$ cat src/rtl/serial_to_parallel_buf_if.sv
// serial_to_parallel_buf_if: serial input / parallel output handshake bundle.
// The in_last signal exists only when S2P_BUF_LAST_EN is defined.
interface serial_to_parallel_buf_if #(
    parameter int WIDTH  = 1,
    parameter int N_OUTS = 4
);
    logic                    in_valid;
    logic                    in_ready;
    logic [WIDTH-1:0]        in;
`ifdef S2P_BUF_LAST_EN
    logic                    in_last;
`endif
    logic                    out_valid;
    logic                    out_ready;
    logic [N_OUTS*WIDTH-1:0] out;
    logic [31:0]             out_count;
`ifdef S2P_BUF_LAST_EN
    modport master (output in_valid, in, in_last, out_ready, input in_ready, out_valid, out, out_count);
    modport slave  (input in_valid, in, in_last, out_ready, output in_ready, out_valid, out, out_count);
`else
    modport master (output in_valid, in, out_ready, input in_ready, out_valid, out, out_count);
    modport slave  (input in_valid, in, out_ready, output in_ready, out_valid, out, out_count);
`endif
endinterface

$ cat src/rtl/serial_to_parallel_buf.sv
// serial_to_parallel_buf: ping-pong buffer packing N_OUTS serial elements into one word.
// Define S2P_BUF_LAST_EN to let in_last close a word early with a short count.
module serial_to_parallel_buf #(
    parameter int WIDTH  = 1,
    parameter int N_OUTS = 4
) (
    input logic                   clk,
    input logic                   rst,
    serial_to_parallel_buf_if.slave bus
);
    localparam int IW = N_OUTS > 1 ? $clog2(N_OUTS) : 1;
    logic [N_OUTS*WIDTH-1:0] data [2];
    logic [31:0]             cnt  [2];
    logic [1:0]              full;
    logic                    wp, rp;
    logic [IW-1:0]           idx;
    logic                    acc, con, close;
    always_comb begin
        acc = bus.in_valid && !full[wp];
        con = full[rp] && bus.out_ready;
`ifdef S2P_BUF_LAST_EN
        close = (idx == IW'(N_OUTS - 1)) || bus.in_last;
`else
        close = idx == IW'(N_OUTS - 1);
`endif
    end
    assign bus.in_ready  = !full[wp];
    assign bus.out_valid = full[rp];
    // a filling bank may sit at rp, so gate its partial contents off the output
    assign bus.out       = full[rp] ? data[rp] : '0;
    assign bus.out_count = full[rp] ? cnt[rp] : 32'd0;
    always_ff @(posedge clk) begin
        if (!rst) begin
            data[0] <= '0;
            data[1] <= '0;
            cnt[0]  <= '0;
            cnt[1]  <= '0;
            full    <= '0;
            wp      <= 1'b0;
            rp      <= 1'b0;
            idx     <= '0;
        end else begin
            // accept and consume always address different banks
            if (acc) begin
                data[wp][WIDTH*int'(idx) +: WIDTH] <= bus.in;
                if (close) begin
                    full[wp] <= 1'b1;
                    cnt[wp]  <= 32'(idx) + 32'd1;
                    wp       <= !wp;
                    idx      <= '0;
                end else begin
                    idx <= idx + 1'b1;
                end
            end
            if (con) begin
                full[rp] <= 1'b0;
                data[rp] <= '0;
                cnt[rp]  <= '0;
                rp       <= !rp;
            end
        end
    end
endmodule

$ cat src/flat_wrapper.sv
// flat-port wrapper written by rule: the top's interface ports become plain ports
module serial_to_parallel_buf_flat 
#(
    parameter int WIDTH  = 1,
    parameter int N_OUTS = 4
)
  (clk, rst, bus_in_valid, bus_in, bus_out_ready, bus_in_ready, bus_out_valid, bus_out, bus_out_count);
  serial_to_parallel_buf_if #(.WIDTH(WIDTH), .N_OUTS(N_OUTS)) bus_i ();
  input logic clk;
  input logic rst;
  input wire logic [$bits(bus_i.in_valid)-1:0] bus_in_valid;
  input wire logic [$bits(bus_i.in)-1:0] bus_in;
  input wire logic [$bits(bus_i.out_ready)-1:0] bus_out_ready;
  output wire logic [$bits(bus_i.in_ready)-1:0] bus_in_ready;
  output wire logic [$bits(bus_i.out_valid)-1:0] bus_out_valid;
  output wire logic [$bits(bus_i.out)-1:0] bus_out;
  output wire logic [$bits(bus_i.out_count)-1:0] bus_out_count;
  assign bus_i.in_valid = bus_in_valid;
  assign bus_i.in = bus_in;
  assign bus_i.out_ready = bus_out_ready;
  assign bus_in_ready = bus_i.in_ready;
  assign bus_out_valid = bus_i.out_valid;
  assign bus_out = bus_i.out;
  assign bus_out_count = bus_i.out_count;
  serial_to_parallel_buf #(.WIDTH(WIDTH), .N_OUTS(N_OUTS)) u_core (.clk(clk), .rst(rst), .bus(bus_i));
endmodule
$ cat config.mk
export PLATFORM = sky130hd
export DESIGN_NAME = serial_to_parallel_buf_flat
export DESIGN_NICKNAME = d
export VERILOG_FILES = /design/src/rtl/serial_to_parallel_buf_if.sv /design/src/rtl/serial_to_parallel_buf.sv /design/src/flat_wrapper.sv
export SDC_FILE = /design/constraint.sdc
export NUM_CORES = 1
export LEC_CHECK = 0
export CAP_MARGIN = 20
export CORE_AREA = 2 2 62 64
export CTS_CLUSTER_SIZE = 25
export DETAILED_ROUTE_END_ITERATION = 16
export DIE_AREA = 0 0 64 66
export DONT_BUFFER_PORTS = 1
export HOLD_SLACK_MARGIN = 0.15
export PLACE_DENSITY = 0.5
export SYNTH_ARGS = -nofsm -noshare
export SYNTH_HDL_FRONTEND = slang
export SYNTH_SLANG_ARGS = --single-unit
$ cat constraint.sdc
create_clock -name clk -period 2 [get_ports clk]
set_clock_uncertainty 0.1 [all_clocks]
set_input_delay 0.2 -clock clk [delete_from_list [all_inputs] [get_ports clk]]
set_output_delay 0.2 -clock clk [all_outputs]
set_load 0.02 [all_outputs]
==> results of run 1 <==
==> worst min-delay path by stage <==
stage	start	to	slack (ns)	cells past startpoint
2_1_floorplan	bus_in_valid	u_core.idx[1]$_SDFFE_PN0N_	0.26	2
3_3_place_gp	bus_in_valid	u_core.idx[1]$_SDFFE_PN0N_	0.27	2
3_5_place_dp	bus_in_valid	u_core.idx[1]$_SDFFE_PN0N_	0.28	2
4_1_cts	rst	u_core.data[0][2]$_SDFFE_PP0P_	0.21	3
5_1_grt	rst	u_core.data[0][1]$_SDFFE_PP0P_	0.21	3
6_report	rst	u_core.data[0][2]$_SDFFE_PP0P_	0.22	3
==> layer usage <==
metal	track usage	wire (um)	vias to the layer above
li1	-	-	466
met1	0.152	1110	440
met2	0.201	1180	28
met3	0.0187	112	2
met4	0.0598	13	0
met5	0	0	-
==> Yosys cell counts <==
cell	instances	area [sq um]
ha_1	5	62.6
nor3_1	1	5.00
and2_1	1	6.26
buf_2	3	15.0
nand3_1	5	25.0
clkbuf_1	3	11.3
nor4bb_1	1	10.0
a211oi_1	2	15.0
a31oi_1	1	6.26
nor3b_1	1	7.51
nand3b_1	1	7.51
a21o_1	3	22.5
nand4_1	4	25.0
dfxtp_1	21	420
o21ai_0	3	15.0
mux2_4	1	15.0
nand2_1	11	41.3
conb_1	1	3.75
mux2i_1	14	140
and4b_1	2	20.0
nor2_1	23	86.3
and3b_1	1	8.76
and4bb_2	2	25.0
inv_1	7	26.3
a21oi_1	7	35.0
buf_4	29	218
or4_1	1	7.51
==> power groups by stage <==
stage                     Combinational (mW)  Clock [mW]  Sequential, mW
final                                  0.124       0.204           0.430
after global routing                   0.137       0.239           0.432
after global placement                 0.107           0           0.439
after detailed placement               0.108           0           0.440
after floorplan                        0.141           0           0.437
after CTS                              0.121       0.218           0.430
==> registers in the layout, summed over array words and instances (netlist names), named ones only <==
| register | count |
|---|---|
| u_core.data | 8 |
| u_core.cnt | 6 |
| u_core.full | 2 |
| u_core.idx | 2 |
| u_core.rp | 1 |
| u_core.wp | 1 |
==> worst register-to-register path, stage by stage (launching register included) <==
cell           delay (ns)
dfxtp_2              0.40
mux2_4               0.33
inv_1                0.18
nand3_1              0.10
a21oi_1              0.12
dlygate4sd3_1        0.55
==> per-stage QoR <==
step                setup WS, ns  cells
floorplan                  0.269    182
global placement           0.268    196
detailed placement         0.256    196
CTS                        0.138    205
global route              0.0161    205
finish                     0.183    205
==> what timing repair did <==
action / 4_1_cts / 5_1_grt
setup endpoints to repair: 2 / 1
endpoints found under the hold margin: 21 / 0
setup buffers: 0 / 0
hold buffers: 5 / 0
gates resized for setup: 1 / 2
==> area by class of cell <==
cell class                      count  area (sq um)
Inverter                            7          26.3
Tap cell                           48          60.1
Multi-Input combinational cell    119           702
Timing Repair Buffer                6          57.6
Clock inverter                      1          5.00
Fill cell                         384          2260
Sequential cell                    21           422
Clock buffer                        3          22.5
==> placed cells by master (no fill, tap or decap), types with 4 or more instances in the layout <==
master,synthesis,routed
conb_1,1,29
nor2_1,23,23
dfxtp_1,21,20
mux2i_1,14,13
nand2_1,11,11
inv_1,7,7
a21oi_1,7,7
nand3_1,5,5
dlygate4sd3_1,0,5
nand4_1,4,4
ha_1,5,4
==> kinds of logic after synthesis <==
family | count (synthesis)
AO/OA/AOI/OAI | 16
adder cells (fa/ha/maj) | 5
buffers and inverters | 42
flip-flops | 21
multiplexers | 15
other | 1
AND/OR/NAND/NOR | 54
==> impl_metrics.py, run 1 <==
metrics = {
    "yosys": {
        "avgSynthCellArea_sq_um": 8.32,
        "synth_simple_gate_area_share": 0.215,
        "netlist-cell-type-count": 27,
        "netlist_area_sq_mm": 0.00128,
        "compound_cell_area_share_of_the_yosys_netlist": 0.0732,
        "combinational_family_with_the_most_area_after_synthesis": "simple AND/OR/NAND/NOR gates",
        "yosys.area_share.adder": 0.0488,
        "number_of_synthesized_register_bits": 21,
        "ys_warn_count": 0,
        "seq_area_frac_synth": 0.328,
        "synth_cells": 154,
        "muxShareOfSynthArea": 0.121,
        "yosys.area_share.xor_xnor": 0,
    },
    "sta": {
        "setup-violations-final": 0,
        "period_minus_slack_ns": 1.82,
        "maxSlewViolCount": 0,
        "timing_hold_violations_final": 0,
        "slew_headroom": 0.658,
        "fmaxAchievable_mhz": 550,
        "tns_ns": 0,
        "final_critical_path_share_of_the_clock_period": 0.908,
        "hold_slack_ns": 0.220,
        "rsz0062_at_grt": "no",
        "worstMarginPinSlew_ns": 0.503,
    },
    "power": {
        "power_density_mw_per_mm2": 586,
        "cellInternalPower_mw": 0.530,
        "switching_power_mw": 0.228,
        "power_switching_share": 0.301,
        "power_mw": 0.758,
        "vdd.ir_drop.worst_uv": 229,
        "power.leakage_nw": 0.515,
        "power.share.sequential": 0.567,
        "power.clock.fraction": 0.269,
        "p_comb_frac": 0.164,
    },
    "grt": {
        "antenna_found_initial": 0,
        "grtUsageTotal": 0.121,
        "grt_first_pass_wirelength_mm": 4.04,
        "grt_max_degree": 13,
        "first_global_vias": 865,
        "overflow_left_after_global_routing": 0,
    },
    "run_status": {
        "run_status": "finished clean",
    },
    "critical_path": {
        "critPathTopFamily": "buffers and inverters",
        "end_of_the_worst_register_to_register_path": "u_core.idx[1]$_SDFFE_PN0N_",
        "crit_chain": "mux2_4 > inv_1 > nand3_1 > a21oi_1 > dlygate4sd3_1",
        "timing.critical_path.to": "u_core.idx[1]$_SDFFE_PN0N_",
        "reg2reg_from": "u_core.wp$_SDFFE_PN0P_",
        "arrival_ns": 1.97,
        "crit_path_start_kind": "register",
        "critPathLaunch": "u_core.wp$_SDFFE_PN0P_",
        "cp.required_ns": 2.15,
        "setup_slack_of_the_most_critical_reg_to_reg_path_ns": 0.18,
        "worst_r2r_path_depth": 5,
        "critPathMaxStageDelay_ns": 0.55,
        "timing.critical_path.slowest_stage_cell": "dlygate4sd3_1",
        "path_max_fanout": 6,
        "crit_type": "reg -> reg",
        "timing.critical_path.buf_inv": 2,
        "worst_setup_path_end_kind": "register",
        "path_depth": 5,
    },
    "floorplan": {
        "die-area_sq_mm": 0.00422,
        "placement_rows": 22,
        "start_util": 0.361,
        "core_sq_mm": 0.00355,
        "dieWidth_um": 64,
        "num_io_pins": 43,
        "dieHeight_um": 66,
    },
    "routing": {
        "remaining_drc_errors": 0,
        "avgViaCountPerCell": 4.57,
        "drt-initial-drc-count": 12,
        "routed_wirelength_mm": 2.41,
        "antenna_violating_nets_post_route": 0,
        "detailroute.via_count": 936,
        "drt-wirelength-per-cell_um": 11.8,
        "drt_pre_antenna_iters": 4,
    },
    "clock_network": {
        "clock_sink_count": 21,
        "cts_root_buf": "clkbuf_4",
        "cts_htree_levels": 1,
        "cts_tree": "built",
        "worstSkewPairLatency_ns": 0.30,
        "clk_pin_slew_worst_paths_ns": 0.12,
        "ctsLongestPathBuffers": 2,
        "cts_made_buffers": 3,
    },
    "cells_and_area": {
        "final_net_count": 168,
        "layout_cell_area_excl_fill_sq_mm": 0.00129,
        "antennaDiodeCount": 0,
        "drive_gt1_frac": 0.0701,
        "postLayoutCoreUtil": 0.365,
        "areaGrowthSynthToFinish_pct": 1.07,
    },
    "place": {
        "port-buffer-count": 0,
        "placement.cell_area_sq_mm": 0.00121,
        "gpl.final_weighted_congestion": 0.779,
        "hpwlAfterDp_mm": 1.75,
    },
    "flow_run": {
        "max_cap_viol_count": 0,
    },
    "min_path": {
        "min_path_type": "in -> reg",
    },
}
Power figures use the tool's default switching activity.
==> run 2, diff against run 1 <==
--- a/config.mk
+++ b/config.mk
@@ -13,6 +13,7 @@
 export DONT_BUFFER_PORTS = 1
 export HOLD_SLACK_MARGIN = 0.15
 export PLACE_DENSITY = 0.5
+export REMOVE_ABC_BUFFERS = 1
 export SYNTH_ARGS = -nofsm -noshare
 export SYNTH_HDL_FRONTEND = slang
 export SYNTH_SLANG_ARGS = --single-unit
==> run 2 against run 1 <==
Clock power is essentially flat. Register-to-register slack lost 0.05 ns. Final cell count is the same. Sequential share of layout area is essentially flat. Critical path depth is the same. First-iteration DRC count grew 75%. Critical path type unchanged. Largest cell class unchanged. Highest routed layer unchanged.
==> impl_metrics.py, run 2 (synthesis gave the netlist of run 1 again) <==
metrics = {
    "critical_path": {
        "cp.required_ns": 2.16,
        "timing.critical_path.to": "u_core.idx[1]$_SDFFE_PN0N_",
        "arrival_ns": 2.02,
        "worst_r2r_path_depth": 5,
        "critPathLaunch": "u_core.wp$_SDFFE_PN0P_",
        "crit_path_start_kind": "register",
        "crit_type": "reg -> reg",
        "reg2reg_from": "u_core.wp$_SDFFE_PN0P_",
        "end_of_the_worst_register_to_register_path": "u_core.idx[1]$_SDFFE_PN0N_",
        "path_max_fanout": 6,
        "setup_slack_of_the_most_critical_reg_to_reg_path_ns": 0.14,
        "worst_setup_path_end_kind": "register",
    },
    "sta": {
        "setup-violations-final": 0,
        "rsz0062_at_grt": "no",
        "slew_headroom": 0.626,
        "worstMarginPinSlew_ns": 0.549,
        "hold_slack_ns": 0.164,
        "timing_hold_violations_final": 0,
        "fmaxAchievable_mhz": 537,
        "period_minus_slack_ns": 1.86,
        "tns_ns": 0,
        "maxSlewViolCount": 0,
        "final_critical_path_share_of_the_clock_period": 0.932,
    },
    "cells_and_area": {
        "antennaDiodeCount": 0,
        "filler_cell_count": 378,
        "final_net_count": 168,
        "largest_reg_flops": 8,
        "postLayoutCoreUtil": 0.364,
        "drive_gt1_frac": 0.0573,
        "top_regs": "u_core.data (8), u_core.cnt (6)",
        "most_common_library_cell_in_the_layout_ignoring_fill_and_taps": "conb_1",
        "areaGrowthSynthToFinish_pct": 0.781,
        "regMostFlops": "u_core.data",
        "most_frequent_cells_in_the_layout": "conb_1, nor2_1, dfxtp_1",
    },
    "grt": {
        "first_global_vias": 841,
        "overflow_left_after_global_routing": 0,
        "grtUsageTotal": 0.123,
        "grt_max_degree": 13,
        "antenna_found_initial": 0,
        "grt_first_pass_wirelength_mm": 3.98,
    },
    "power": {
        "power_density_mw_per_mm2": 588,
        "power.leakage_nw": 0.516,
        "power_mw": 0.759,
        "vdd.ir_drop.worst_uv": 187,
    },
    "floorplan": {
        "dieHeight_um": 66,
        "dieWidth_um": 64,
        "start_util": 0.361,
        "placement_rows": 22,
        "core_sq_mm": 0.00355,
        "die-area_sq_mm": 0.00422,
        "num_io_pins": 43,
    },
    "clock_network": {
        "clk_pin_slew_worst_paths_ns": 0.12,
        "ctsLongestPathBuffers": 2,
        "clock_sink_count": 21,
        "cts_htree_levels": 1,
        "cts_tree": "built",
        "worstSkewPairLatency_ns": 0.30,
        "postCtsSetupRepairBufs": 0,
        "cts_made_buffers": 3,
        "cts_root_buf": "clkbuf_4",
    },
    "place": {
        "port-buffer-count": 0,
        "gpl.final_weighted_congestion": 0.798,
        "hpwlAfterDp_mm": 1.84,
    },
    "routing": {
        "antenna_violating_nets_post_route": 0,
        "remaining_drc_errors": 0,
        "drt_pre_antenna_iters": 4,
        "avgViaCountPerCell": 4.60,
        "drt-initial-drc-count": 21,
        "drt-wirelength-per-cell_um": 12.2,
        "routed_wirelength_mm": 2.50,
        "detailroute.via_count": 944,
    },
    "run_status": {
        "run_status": "finished clean",
    },
    "min_path": {
        "hp-start": "bus_in",
        "min_path_type": "in -> reg",
    },
    "flow_run": {
        "max_cap_viol_count": 0,
    },
}
==> run 2: cell counts in the layout (fill, tap and decap cells not counted) <==
Identical to the previous run, type by type.
==> run 2: layout make-up <==
type | count | area (sq um) | share of cell area
clock inverter | 1 | 5.00 | 0.00388
timing repair buffer | 6 | 57.6 | 0.0446
inverter | 7 | 26.3 | 0.0203
clock buffer | 3 | 22.5 | 0.0174
tap | 48 | 60.1 | 0.0465
sequential | 21 | 420 | 0.326
multi-input combinational | 119 | 699 | 0.542
==> run 2: power breakdown <==
part | switching, mW | internal [mW]
Clock | 0.131 | 0.0746
Sequential | 0.00611 | 0.424
Combinational | 0.0921 | 0.0305
==> run 2: per-stage QoR <==
stage          cell area [sq um]  std cells  worst slack, ns
4_1_cts                     1290        205            0.137
3_3_place_gp                1210        196            0.264
3_5_place_dp                1210        196            0.208
2_1_floorplan               1140        147            0.386
5_1_grt                     1290        205          0.00594
6_report                    1290        205            0.136
==> run 2: worst max-delay path, stage by stage, from the launching register on <==
cell	delay [ns]
dfxtp_1	0.44
mux2_4	0.34
inv_1	0.18
nand3_1	0.10
a21oi_1	0.12
dlygate4sd3_1	0.55
==> run 2: worst min path at each step <==
stage / end / cells after the start
2_1_floorplan: u_core.idx[1]$_SDFFE_PN0N_ / 2
6_report: u_core.data[1][3]$_SDFFE_PP0P_ / 3
3_3_place_gp: u_core.idx[1]$_SDFFE_PN0N_ / 2
3_5_place_dp: u_core.data[0][1]$_SDFFE_PP0P_ / 2
4_1_cts: u_core.data[1][3]$_SDFFE_PP0P_ / 3
5_1_grt: u_core.data[0][3]$_SDFFE_PP0P_ / 3
==> run 2: layer usage <==
layer | GRT usage | vias to the layer above | share of wire
li1 | - | 466 | -
met1 | 0.147 | 440 | 0.42
met2 | 0.216 | 34 | 0.51
met3 | 0.0221 | 4 | 0.056
met4 | 0.0489 | 0 | 0.014
met5 | 0 | - | 0
==> run 2: what timing repair did <==
action / 4_1_cts / 5_1_grt
setup endpoints to repair: 8 / 0
hold endpoints to repair: 21 / 0
resized for setup: 1 / 0
hold buffers: 5 / 0
